**config.mk**
```make
export PLATFORM = sky130hd
export DESIGN_NAME = mips_cpu_mem_arbiter
export DESIGN_NICKNAME = d
export VERILOG_FILES = /design/src/rtl/mips_cpu_mem_arbiter.sv
export SDC_FILE = /design/constraint.sdc
export NUM_CORES = 1
export LEC_CHECK = 0
export CORE_MARGIN = 2
export CORE_UTILIZATION = 40
export DETAILED_ROUTE_END_ITERATION = 7
export PLACE_DENSITY = 0.8
export SLEW_MARGIN = 20
export SYNTH_ARGS = -nofsm -noshare
export SYNTH_HDL_FRONTEND = slang
export SYNTH_SLANG_ARGS = --single-unit
export TNS_END_PERCENT = 1
```
**constraint.sdc**
```tcl
create_clock -name clk -period 6.8 [get_ports clk]
set_clock_uncertainty 0.05 [all_clocks]
set_input_delay 1.02 -clock clk [delete_from_list [all_inputs] [get_ports clk]]
set_output_delay 1.02 -clock clk [all_outputs]
set_load 0.02 [all_outputs]
```
**src/rtl/mips_cpu_mem_arbiter.sv**
```systemverilog
// mips_cpu_mem_arbiter
// Shares one Avalon-style memory bus between the CPU fetch port and the
// load/store port. The winner's request is latched in IDLE, so the bus
// outputs stay frozen while mem_waitrequest is high. Each transfer ends
// with a single *_valid pulse. The port that completed last cycle is
// masked from the next arbitration so a still-high request is not re-issued.
// Optional build macro: MEM_ARB_ROUND_ROBIN_EN (alternating priority on
// simultaneous requests; default build is fixed data-over-instr priority).
module mips_cpu_mem_arbiter #(
   parameter int ADDR_WIDTH = 32,
   parameter int DATA_WIDTH = 32,
   parameter int WAIT_LIMIT = 0
) (
   input  logic                      clk,
   input  logic                      reset,
   input  logic                      instr_req,
   input  logic [ADDR_WIDTH-1:0]     instr_address,
   output logic [DATA_WIDTH-1:0]     instr_readdata,
   output logic                      instr_valid,
   input  logic                      data_read,
   input  logic                      data_write,
   input  logic [ADDR_WIDTH-1:0]     data_address,
   input  logic [DATA_WIDTH-1:0]     data_writedata,
   input  logic [DATA_WIDTH/8-1:0]   data_byteenable,
   output logic [DATA_WIDTH-1:0]     data_readdata,
   output logic                      data_valid,
   output logic [ADDR_WIDTH-1:0]     mem_address,
   output logic                      mem_read,
   output logic                      mem_write,
   output logic [DATA_WIDTH-1:0]     mem_writedata,
   output logic [DATA_WIDTH/8-1:0]   mem_byteenable,
   input  logic                      mem_waitrequest,
   input  logic [DATA_WIDTH-1:0]     mem_readdata,
   output logic                      busy,
   output logic                      wait_err
);

   localparam int BE_WIDTH  = DATA_WIDTH / 8;
   localparam int CNT_WIDTH = (WAIT_LIMIT > 0) ? $clog2(WAIT_LIMIT + 1) : 1;
   localparam logic [CNT_WIDTH-1:0] CNT_LIMIT = CNT_WIDTH'(WAIT_LIMIT);
   localparam logic WD_EN = (WAIT_LIMIT > 0);

   typedef enum logic [1:0] {
      IDLE    = 2'd0,
      GRANT_I = 2'd1,
      GRANT_D = 2'd2
   } state_t;

   state_t                  state_r, state_nxt_s;
   logic [ADDR_WIDTH-1:0]   mem_address_r, mem_address_nxt_s;
   logic                    mem_read_r, mem_read_nxt_s;
   logic                    mem_write_r, mem_write_nxt_s;
   logic [DATA_WIDTH-1:0]   mem_writedata_r, mem_writedata_nxt_s;
   logic [BE_WIDTH-1:0]     mem_byteenable_r, mem_byteenable_nxt_s;
   logic [DATA_WIDTH-1:0]   instr_readdata_r, instr_readdata_nxt_s;
   logic [DATA_WIDTH-1:0]   data_readdata_r, data_readdata_nxt_s;
   logic                    instr_valid_r, instr_valid_nxt_s;
   logic                    data_valid_r, data_valid_nxt_s;
   logic                    busy_r, busy_nxt_s;
   logic                    wait_err_r, wait_err_nxt_s;
   logic [CNT_WIDTH-1:0]    wait_cnt_r, wait_cnt_nxt_s;
   logic [CNT_WIDTH-1:0]    cnt_inc_s;
   logic                    instr_cand_s, data_cand_s, pick_data_s;
`ifdef MEM_ARB_ROUND_ROBIN_EN
   logic                    last_grant_r, last_grant_nxt_s;   // 1 = data port granted last
`endif

   // Arbitration: mask the port that just completed, then pick a winner
   always_comb begin
      instr_cand_s = instr_req & ~instr_valid_r;
      data_cand_s  = (data_read | data_write) & ~data_valid_r;
`ifdef MEM_ARB_ROUND_ROBIN_EN
      pick_data_s  = data_cand_s & (~instr_cand_s | ~last_grant_r);
`else
      pick_data_s  = data_cand_s;
`endif
      cnt_inc_s    = wait_cnt_r + CNT_WIDTH'(1);
   end

   // Next-state and next-output logic for the grant FSM
   always_comb begin
      state_nxt_s          = state_r;
      mem_address_nxt_s    = mem_address_r;
      mem_read_nxt_s       = mem_read_r;
      mem_write_nxt_s      = mem_write_r;
      mem_writedata_nxt_s  = mem_writedata_r;
      mem_byteenable_nxt_s = mem_byteenable_r;
      instr_readdata_nxt_s = instr_readdata_r;
      data_readdata_nxt_s  = data_readdata_r;
      instr_valid_nxt_s    = 1'b0;
      data_valid_nxt_s     = 1'b0;
      busy_nxt_s           = busy_r;
      wait_err_nxt_s       = wait_err_r;
      wait_cnt_nxt_s       = wait_cnt_r;
`ifdef MEM_ARB_ROUND_ROBIN_EN
      last_grant_nxt_s     = last_grant_r;
`endif
      case (state_r)
         IDLE: begin
            if (pick_data_s) begin
               // A simultaneous read+write is served as a write
               state_nxt_s          = GRANT_D;
               mem_address_nxt_s    = data_address;
               mem_write_nxt_s      = data_write;
               mem_read_nxt_s       = ~data_write;
               mem_writedata_nxt_s  = data_writedata;
               mem_byteenable_nxt_s = data_byteenable;
               busy_nxt_s           = 1'b1;
               wait_cnt_nxt_s       = {CNT_WIDTH{1'b0}};
`ifdef MEM_ARB_ROUND_ROBIN_EN
               last_grant_nxt_s     = 1'b1;
`endif
            end else if (instr_cand_s) begin
               state_nxt_s          = GRANT_I;
               mem_address_nxt_s    = instr_address;
               mem_read_nxt_s       = 1'b1;
               mem_write_nxt_s      = 1'b0;
               mem_writedata_nxt_s  = {DATA_WIDTH{1'b0}};
               mem_byteenable_nxt_s = {BE_WIDTH{1'b1}};
               busy_nxt_s           = 1'b1;
               wait_cnt_nxt_s       = {CNT_WIDTH{1'b0}};
`ifdef MEM_ARB_ROUND_ROBIN_EN
               last_grant_nxt_s     = 1'b0;
`endif
            end else begin
               busy_nxt_s           = 1'b0;
            end
         end
         GRANT_I, GRANT_D: begin
            if (!mem_waitrequest) begin
               state_nxt_s     = IDLE;
               mem_read_nxt_s  = 1'b0;
               mem_write_nxt_s = 1'b0;
               busy_nxt_s      = 1'b0;
               wait_cnt_nxt_s  = {CNT_WIDTH{1'b0}};
               if (state_r == GRANT_I) begin
                  instr_valid_nxt_s    = 1'b1;
                  instr_readdata_nxt_s = mem_readdata;
               end else begin
                  data_valid_nxt_s = 1'b1;
                  // A store ack leaves the last load data in place
                  if (mem_read_r) begin
                     data_readdata_nxt_s = mem_readdata;
                  end else begin
                     data_readdata_nxt_s = data_readdata_r;
                  end
               end
            end else begin
               // Stalled: hold the bus and run the watchdog (saturating)
               if (WD_EN && (wait_cnt_r != CNT_LIMIT)) begin
                  wait_cnt_nxt_s = cnt_inc_s;
                  if (cnt_inc_s == CNT_LIMIT) begin
                     wait_err_nxt_s = 1'b1;
                  end else begin
                     wait_err_nxt_s = wait_err_r;
                  end
               end else begin
                  wait_cnt_nxt_s = wait_cnt_r;
               end
            end
         end
         default: begin
            state_nxt_s     = IDLE;
            mem_read_nxt_s  = 1'b0;
            mem_write_nxt_s = 1'b0;
            busy_nxt_s      = 1'b0;
         end
      endcase
   end

   // FSM state register
   always_ff @(posedge clk or posedge reset) begin
      if (reset) begin
         state_r <= IDLE;
      end else begin
         state_r <= state_nxt_s;
      end
   end

   // Registered bus, response and status outputs
   always_ff @(posedge clk or posedge reset) begin
      if (reset) begin
         mem_address_r    <= {ADDR_WIDTH{1'b0}};
         mem_read_r       <= 1'b0;
         mem_write_r      <= 1'b0;
         mem_writedata_r  <= {DATA_WIDTH{1'b0}};
         mem_byteenable_r <= {BE_WIDTH{1'b0}};
         instr_readdata_r <= {DATA_WIDTH{1'b0}};
         data_readdata_r  <= {DATA_WIDTH{1'b0}};
         instr_valid_r    <= 1'b0;
         data_valid_r     <= 1'b0;
         busy_r           <= 1'b0;
         wait_err_r       <= 1'b0;
         wait_cnt_r       <= {CNT_WIDTH{1'b0}};
      end else begin
         mem_address_r    <= mem_address_nxt_s;
         mem_read_r       <= mem_read_nxt_s;
         mem_write_r      <= mem_write_nxt_s;
         mem_writedata_r  <= mem_writedata_nxt_s;
         mem_byteenable_r <= mem_byteenable_nxt_s;
         instr_readdata_r <= instr_readdata_nxt_s;
         data_readdata_r  <= data_readdata_nxt_s;
         instr_valid_r    <= instr_valid_nxt_s;
         data_valid_r     <= data_valid_nxt_s;
         busy_r           <= busy_nxt_s;
         wait_err_r       <= wait_err_nxt_s;
         wait_cnt_r       <= wait_cnt_nxt_s;
      end
   end

`ifdef MEM_ARB_ROUND_ROBIN_EN
   // Remembers which port won most recently; starts as instr so data wins first
   always_ff @(posedge clk or posedge reset) begin
      if (reset) begin
         last_grant_r <= 1'b0;
      end else begin
         last_grant_r <= last_grant_nxt_s;
      end
   end
`endif

   assign mem_address    = mem_address_r;
   assign mem_read       = mem_read_r;
   assign mem_write      = mem_write_r;
   assign mem_writedata  = mem_writedata_r;
   assign mem_byteenable = mem_byteenable_r;
   assign instr_readdata = instr_readdata_r;
   assign data_readdata  = data_readdata_r;
   assign instr_valid    = instr_valid_r;
   assign data_valid     = data_valid_r;
   assign busy           = busy_r;
   assign wait_err       = wait_err_r;

endmodule

```
; ---- Word level (Yosys, flattened, before mapping)
; Index checks and enable logic that the tools add are counted.
[word_totals]
regBits = 139
in_bits = 138
out_inout_bits = 138
elab_cells = 56
[classes]
eq_ne = 4
mux = 26
n_bitwise = 8
n_reduce_logical = 7
[ops]
columns = op, n
row1 = 2-to-1 mux 32 bit, 4
row2 = 2-to-1 mux 1 bit, 13
row3 = 2-to-1 mux 4 bit, 2
row4 = 2-to-1 mux 2 bit, 3
row5 = one-hot mux 1 bit (2 select lines), 3
row6 = inverter 1 bit, 5
row7 = one-hot mux 2 bit (2 select lines), 1
row8 = AND reduction 2 bit, 2
row9 = AND reduction 4 bit, 1
row10 = inequality test 3 bit (second input constant), 1
row11 = AND reduction 3 bit, 1
row12 = AND 1 bit, 2
row13 = == test 2 x 1 -> 1 bit (second input constant), 1
row14 = == test 2 bit (second input constant), 1
row15 = zero test 2 bit, 1
row16 = inequality test 2 bit (second input constant), 1
row17 = nonzero test 2 bit, 1
row18 = OR reduction 2 bit, 1
row19 = OR 1 bit, 1

; ---- Logic depth before layout (Yosys ltp)
[logic_depth]
ltp_word = 5
ltp_mapped = 7

; ---- Least setup slack after synthesis
; Ideal clock, no wire load.
[synth_timing]
kind = in2reg
startpoint = input data_write
endpoint = register mem_writedata_r[0], in the netlist mem_writedata[0]
setup_time_ns = 0.121
t_arrival_ns = 1.927
slack_ns = 4.702
cell_stages = 6
path_buffers = 3
path_cell_list = o21ba_1 -> buf_6 -> and2_1 -> buf_6 -> buf_6 -> a22o_1
[synth_via]
elab_chain_cells = 4
word_cells_on_any_way = 5
cone_classes = mux: 1 / bitwise: 2 / reduce/logical: 2
[synth_rtl]
columns = item, line_no
row1 = "start, declared", 21  ; input logic data_write,
row2 = OR 1 bit *, 71  ; data_cand_s = (data_read | data_write) & ~data_valid_r;
row3 = AND 1 bit *, 71
row4 = nonzero test 2 bit (no line), -
row5 = AND reduction 2 bit (no line), -
row6 = "end signal, assigned", 186  ; mem_writedata_r <= {DATA_WIDTH{1'b0}};
row7 = "end signal, assigned", 199  ; mem_writedata_r <= mem_writedata_nxt_s;
row8 = "end, declared", 53  ; logic [DATA_WIDTH-1:0] mem_writedata_r, mem_writedata_nxt_s;
; Mark *: on every way between the ends. The rest lies on a longest branch, timed or not.
; A chain may end at the register's enable or synchronous reset.

; ---- Final worst setup path
[layout_timing]
startpoint = input instr_req
endpoint = register mem_address_r[29], in the netlist mem_address[29]
[layout_via]
elab_chain_cells = 3
[layout_rtl]
columns = item, line_no
row1 = "start, declared", 16  ; input logic instr_req,
row2 = AND 1 bit, 70  ; instr_cand_s = instr_req & ~instr_valid_r;
row3 = nonzero test 2 bit (no line), -
row4 = AND reduction 2 bit (no line), -
row5 = "end signal, assigned", 183  ; mem_address_r <= {ADDR_WIDTH{1'b0}};
row6 = "end signal, assigned", 196  ; mem_address_r <= mem_address_nxt_s;
row7 = "end, declared", 50  ; logic [ADDR_WIDTH-1:0] mem_address_r, mem_address_nxt_s;
; Every way passes these cells.

==> flow_summary.html <==
<table>
<tr><th>Metric</th><th>Value</th></tr>
<tr><th colspan="2">Clock tree</th></tr>
<tr><td>Later-pin clock latency in the skew report</td><td>410 ps</td></tr>
<tr><td>Cts bufs inserted</td><td>17</td></tr>
<tr><td>TritonCTS clock tree</td><td>yes</td></tr>
<tr><td>Number of setup buffers added after CTS</td><td>0</td></tr>
<tr><td>Clock edge transition at the registers on the reported setup and hold paths</td><td>around 60 ps</td></tr>
<tr><td>Count of instances resized after the clock tree is built</td><td>0</td></tr>
<tr><td>CTS HTree Levels</td><td>4</td></tr>
<tr><td>Buffer cell driving the clock tree root</td><td>clkbuf_16</td></tr>
<tr><td>Worst-case clock buffer depth</td><td>2</td></tr>
<tr><td>Clk sink count</td><td>approximately 140</td></tr>
<tr><td>Number of hold-repair buffers added at the cts stage</td><td>0</td></tr>
<tr><th colspan="2">Die</th></tr>
<tr><td>Total Die Area</td><td>about 0.015 mm2</td></tr>
<tr><td>Die extent in y</td><td>122 um</td></tr>
<tr><td>Count of boundary I/O pins</td><td>about 280</td></tr>
<tr><td>Starting Density</td><td>40.5%</td></tr>
<tr><td>Core Footprint</td><td>0.0138 mm2</td></tr>
<tr><td>Number of cell rows</td><td>43</td></tr>
<tr><td>Horizontal die dimension</td><td>122 um</td></tr>
<tr><th colspan="2">Yosys</th></tr>
<tr><td>Synth async-reset ratio</td><td>100%</td></tr>
<tr><td>Register bit total from synthesis</td><td>139</td></tr>
<tr><td>XOR/XNOR share of the synthesized area</td><td>0%</td></tr>
<tr><td>Adder and majority gate portion of the synthesized area</td><td>0.449%</td></tr>
<tr><td>Post-synth EDFFs</td><td>0</td></tr>
<tr><td>Cell count after synthesis</td><td>368</td></tr>
<tr><td>Combinational family with the most area after synthesis</td><td>compound AO/OA/AOI/OAI gates</td></tr>
<tr><td>Mean area per synthesized cell</td><td>15.2 um2</td></tr>
<tr><td>Compound-cell area share of the yosys netlist</td><td>between 10% and 20%</td></tr>
<tr><td>Area of the mapped netlist</td><td>between 0.005 and 0.006 mm2</td></tr>
<tr><td>Synth Warn #</td><td>0</td></tr>
<tr><td>Share of the yosys chip area belonging to registers</td><td>62.4%</td></tr>
<tr><td>Post-synthesis simple-gate area fraction</td><td>5.83%</td></tr>
<tr><td>Netlist cell types</td><td>30</td></tr>
<tr><td>Post-synthesis mux area share</td><td>12.9%</td></tr>
<tr><td>Synthesized netlist net count</td><td>508</td></tr>
<tr><td>Leading register cell type out of synthesis</td><td>dfrtp_1</td></tr>
<tr><th colspan="2">Critical path</th></tr>
<tr><td>Category of the most critical setup path</td><td>primary input to flop</td></tr>
<tr><td>Worst path cell trace</td><td>clkdlybuf4s50_1 -&gt; nor2b_1 -&gt; nand3_2 -&gt; o221a_2</td></tr>
<tr><td>Endpoint kind of the worst setup timing path</td><td>flop</td></tr>
<tr><td>Worst stage delay on the critical path</td><td>600 ps</td></tr>
<tr><td>CP max FO</td><td>32</td></tr>
<tr><td>Critical path data arrival time</td><td>3030 ps</td></tr>
<tr><td>Cell depth of the worst setup path</td><td>4</td></tr>
<tr><td>Worst reg2reg endpoint</td><td>mem_address[29]$_DFFE_PP0P_</td></tr>
<tr><td>Number of cell instances on the worst register-to-register path</td><td>6</td></tr>
<tr><td>CP delay by family, top</td><td>simple AND/OR/NAND/NOR gates</td></tr>
<tr><td>R2R Path Start</td><td>state_r[1]$_DFFE_PP0P_</td></tr>
<tr><td>Minimum setup slack among reg-to-reg paths</td><td>4330 ps</td></tr>
<tr><td>Required time of the worst setup path</td><td>between 7000 and 8000 ps</td></tr>
<tr><td>Buffering stage count on the worst path with inverters included</td><td>1</td></tr>
<tr><td>Critical Path Start Type</td><td>primary input</td></tr>
<tr><td>Cell at the slowest stage of the critical path</td><td>nand3_2</td></tr>
<tr><th colspan="2">Timing</th></tr>
<tr><td>Final critical-path setup slack</td><td>4020 ps</td></tr>
<tr><td>Final critical-path share of the clock period</td><td>around 41%</td></tr>
<tr><td>Worst Max-Slew Pin Slew</td><td>1040 ps</td></tr>
<tr><td>Setup tns final</td><td>0 ps</td></tr>
<tr><td>Number of pins with negative max-slew slack in the final report</td><td>0</td></tr>
<tr><td>Achievable clock frequency</td><td>359 MHz</td></tr>
<tr><td>Crit path time final</td><td>between 2000 and 3000 ps</td></tr>
<tr><td>RSZ-0062 raised after global routing</td><td>no</td></tr>
<tr><td>Smallest hold slack</td><td>438 ps</td></tr>
<tr><td>Number of endpoints with negative hold slack in the final report</td><td>0</td></tr>
<tr><td>Max-slew headroom at the worst pin</td><td>around 31%</td></tr>
<tr><td>Final setup fails</td><td>0</td></tr>
<tr><th colspan="2">Routing</th></tr>
<tr><td>Vias</td><td>4,278</td></tr>
<tr><td>DRC errors left</td><td>0</td></tr>
<tr><td>Pre-Repair DR Iteration Count</td><td>4</td></tr>
<tr><td>Number of vias per cell after detailed routing</td><td>around 5.2</td></tr>
<tr><td>Post-DRT Antenna Nets</td><td>0</td></tr>
<tr><td>Total met2 wirelength after detailed routing</td><td>7940 um</td></tr>
<tr><td>Post-route met1 wirelength</td><td>roughly 5900 um</td></tr>
<tr><td>WL met3</td><td>1360 um</td></tr>
<tr><td>Number of DRC violations after detailed-routing iteration 0</td><td>243</td></tr>
<tr><td>Top layer used by detailed routing</td><td>met4</td></tr>
<tr><td>Total detailed-routing wirelength</td><td>15,600 um</td></tr>
<tr><td>Avg WL per Cell</td><td>18.8 um</td></tr>
<tr><th colspan="2">Final layout</th></tr>
<tr><td>Most common cell after layout, fill and taps aside</td><td>clkdlybuf4s50_1</td></tr>
<tr><td>Most used cells in the layout excluding fill and tap cells</td><td>clkdlybuf4s50_1, dfrtp_1, mux2_2</td></tr>
<tr><td>Layout net count</td><td>775</td></tr>
<tr><td>Post-layout utilization of the core</td><td>65.6%</td></tr>
<tr><td>Layout cells sized above 1</td><td>20.5%</td></tr>
<tr><td>Antenna cell count</td><td>0</td></tr>
<tr><td>Number of fillers in the final layout</td><td>1,031</td></tr>
<tr><td>Area growth, synth to finish</td><td>61.9%</td></tr>
<tr><th colspan="2">Place</th></tr>
<tr><td>RD Place Congestion</td><td>between 0.7 and 0.8</td></tr>
<tr><td>Total of buffers placed on input and output ports</td><td>around 270</td></tr>
<tr><td>Placement-stage worst setup slack</td><td>approximately 3400 ps</td></tr>
<tr><td>DP Wirelength</td><td>between 10,000 and 15,000 um</td></tr>
<tr><th colspan="2">Power</th></tr>
<tr><td>Maximum ir drop on the vdd rail</td><td>0.000270 V</td></tr>
<tr><td>Pwr per Cell Area</td><td>523 mW/mm2</td></tr>
<tr><td>Leakage power</td><td>roughly 3.7 nW</td></tr>
<tr><th colspan="2">Hold path</th></tr>
<tr><td>Cell count of the worst hold path</td><td>1</td></tr>
<tr><td>Hold-critical path endpoint</td><td>mem_byteenable[3]$_DFFE_PP0P_</td></tr>
<tr><td>Startpoint of the lowest-slack hold path</td><td>mem_byteenable[3]$_DFFE_PP0P_</td></tr>
<tr><td>Kind of path behind the tightest hold check</td><td>flop to flop</td></tr>
<tr><th colspan="2">Global route</th></tr>
<tr><td>Remaining Overflow, GRT</td><td>0</td></tr>
<tr><td>Overall fraction of global-route tracks in use</td><td>between 20% and 30%</td></tr>
<tr><td>Maximum number of pins on one net before global-route repair</td><td>91</td></tr>
<tr><td>Initial antenna violation count</td><td>0</td></tr>
<tr><td>Wire length of the first global-routing pass</td><td>23,800 um</td></tr>
<tr><td>Vias in the first global route</td><td>4,513</td></tr>
<tr><th colspan="2">Status</th></tr>
<tr><td>Run status</td><td>completed</td></tr>
<tr><th colspan="2">Flow run</th></tr>
<tr><td>Max-cap violation count</td><td>0</td></tr>
</table>
-- per-layer routing --
metal,up-vias,global-route usage (%)
met1,2156,23.9
li1,1917,-
met5,-,0
met2,180,35.5
met4,0,9.20
met3,25,7.35
-- logic make-up after synthesis --
kind of cell / after synthesis
flip-flops: 139
AO/OA/AOI/OAI: 80
multiplexers: 64
AND/OR/NAND/NOR: 46
buffers and inverters: 36
adder cells (fa/ha/maj): 2
other: 1
-- metrics by stage --
| step | cell area [um2] | cells | total power, mW |
|---|---|---|---|
| floorplan | 5580 | 368 | 2.68 |
| global placement | 8360 | 796 | 3.62 |
| CTS | 9030 | 828 | 4.77 |
| detailed placement | 8360 | 796 | 3.70 |
| finish | 9030 | 828 | 4.72 |
| global route | 9030 | 828 | 4.96 |
-- cells in the mapped netlist, types with 2 or more instances --
| master | number | area, um2 |
|---|---|---|
| a22o_1 | 32 | 280 |
| inv_1 | 5 | 18.8 |
| ha_1 | 2 | 25.0 |
| mux2_2 | 58 | 653 |
| and2_1 | 3 | 18.8 |
| nand2_1 | 4 | 15.0 |
| nand3b_1 | 32 | 240 |
| dfrtp_1 | 139 | 3480 |
| buf_2 | 9 | 45.0 |
| o22ai_1 | 2 | 12.5 |
| mux2_1 | 6 | 67.6 |
| a21oi_1 | 3 | 15.0 |
| nor2b_1 | 3 | 18.8 |
| buf_6 | 14 | 158 |
| o221a_2 | 32 | 360 |
| clkbuf_1 | 7 | 26.3 |
| o22a_1 | 4 | 35.0 |
-- sequential cells by signal (all words and copies together), names as in the netlist --
name / cells
busy: 1
data_readdata: 32
data_valid: 1
instr_readdata: 32
instr_valid: 1
mem_address: 32
mem_byteenable: 4
mem_read: 1
mem_write: 1
mem_writedata: 32
state_r: 2
-- area by class of cell --
type	count	area, um2	area share (%)
Inverter	5	23.8	0.263
Clock inverter	14	240	2.66
Multi-Input combinational cell	193	1850	20.5
Timing Repair Buffer	279	2780	30.8
Sequential cell	139	3480	38.5
Tap cell	180	225	2.49
Clock buffer	18	429	4.75
-- report_power, final --
part	leakage [nW]	internal, mW	switching [mW]
Clock	0.321	0.690	0.356
Combinational	1.72	1.15	1.07
Sequential	1.66	1.23	0.224
Total	3.70	3.07	1.65
-- worst max-delay path by stage --
stage,startpoint,end,slack [ps]
final,instr_req,mem_address[29]$_DFFE_PP0P_,4020
after global routing,instr_req,mem_address[29]$_DFFE_PP0P_,3930
after CTS,data_write,mem_writedata[18]$_DFFE_PP0P_,3840
after detailed placement,data_write,mem_writedata[25]$_DFFE_PP0P_,3410
after global placement,data_write,mem_writedata[19]$_DFFE_PP0P_,3480
after floorplan,reset,busy$_DFFE_PP0P_,2010
(Power assumes the default switching activity.)
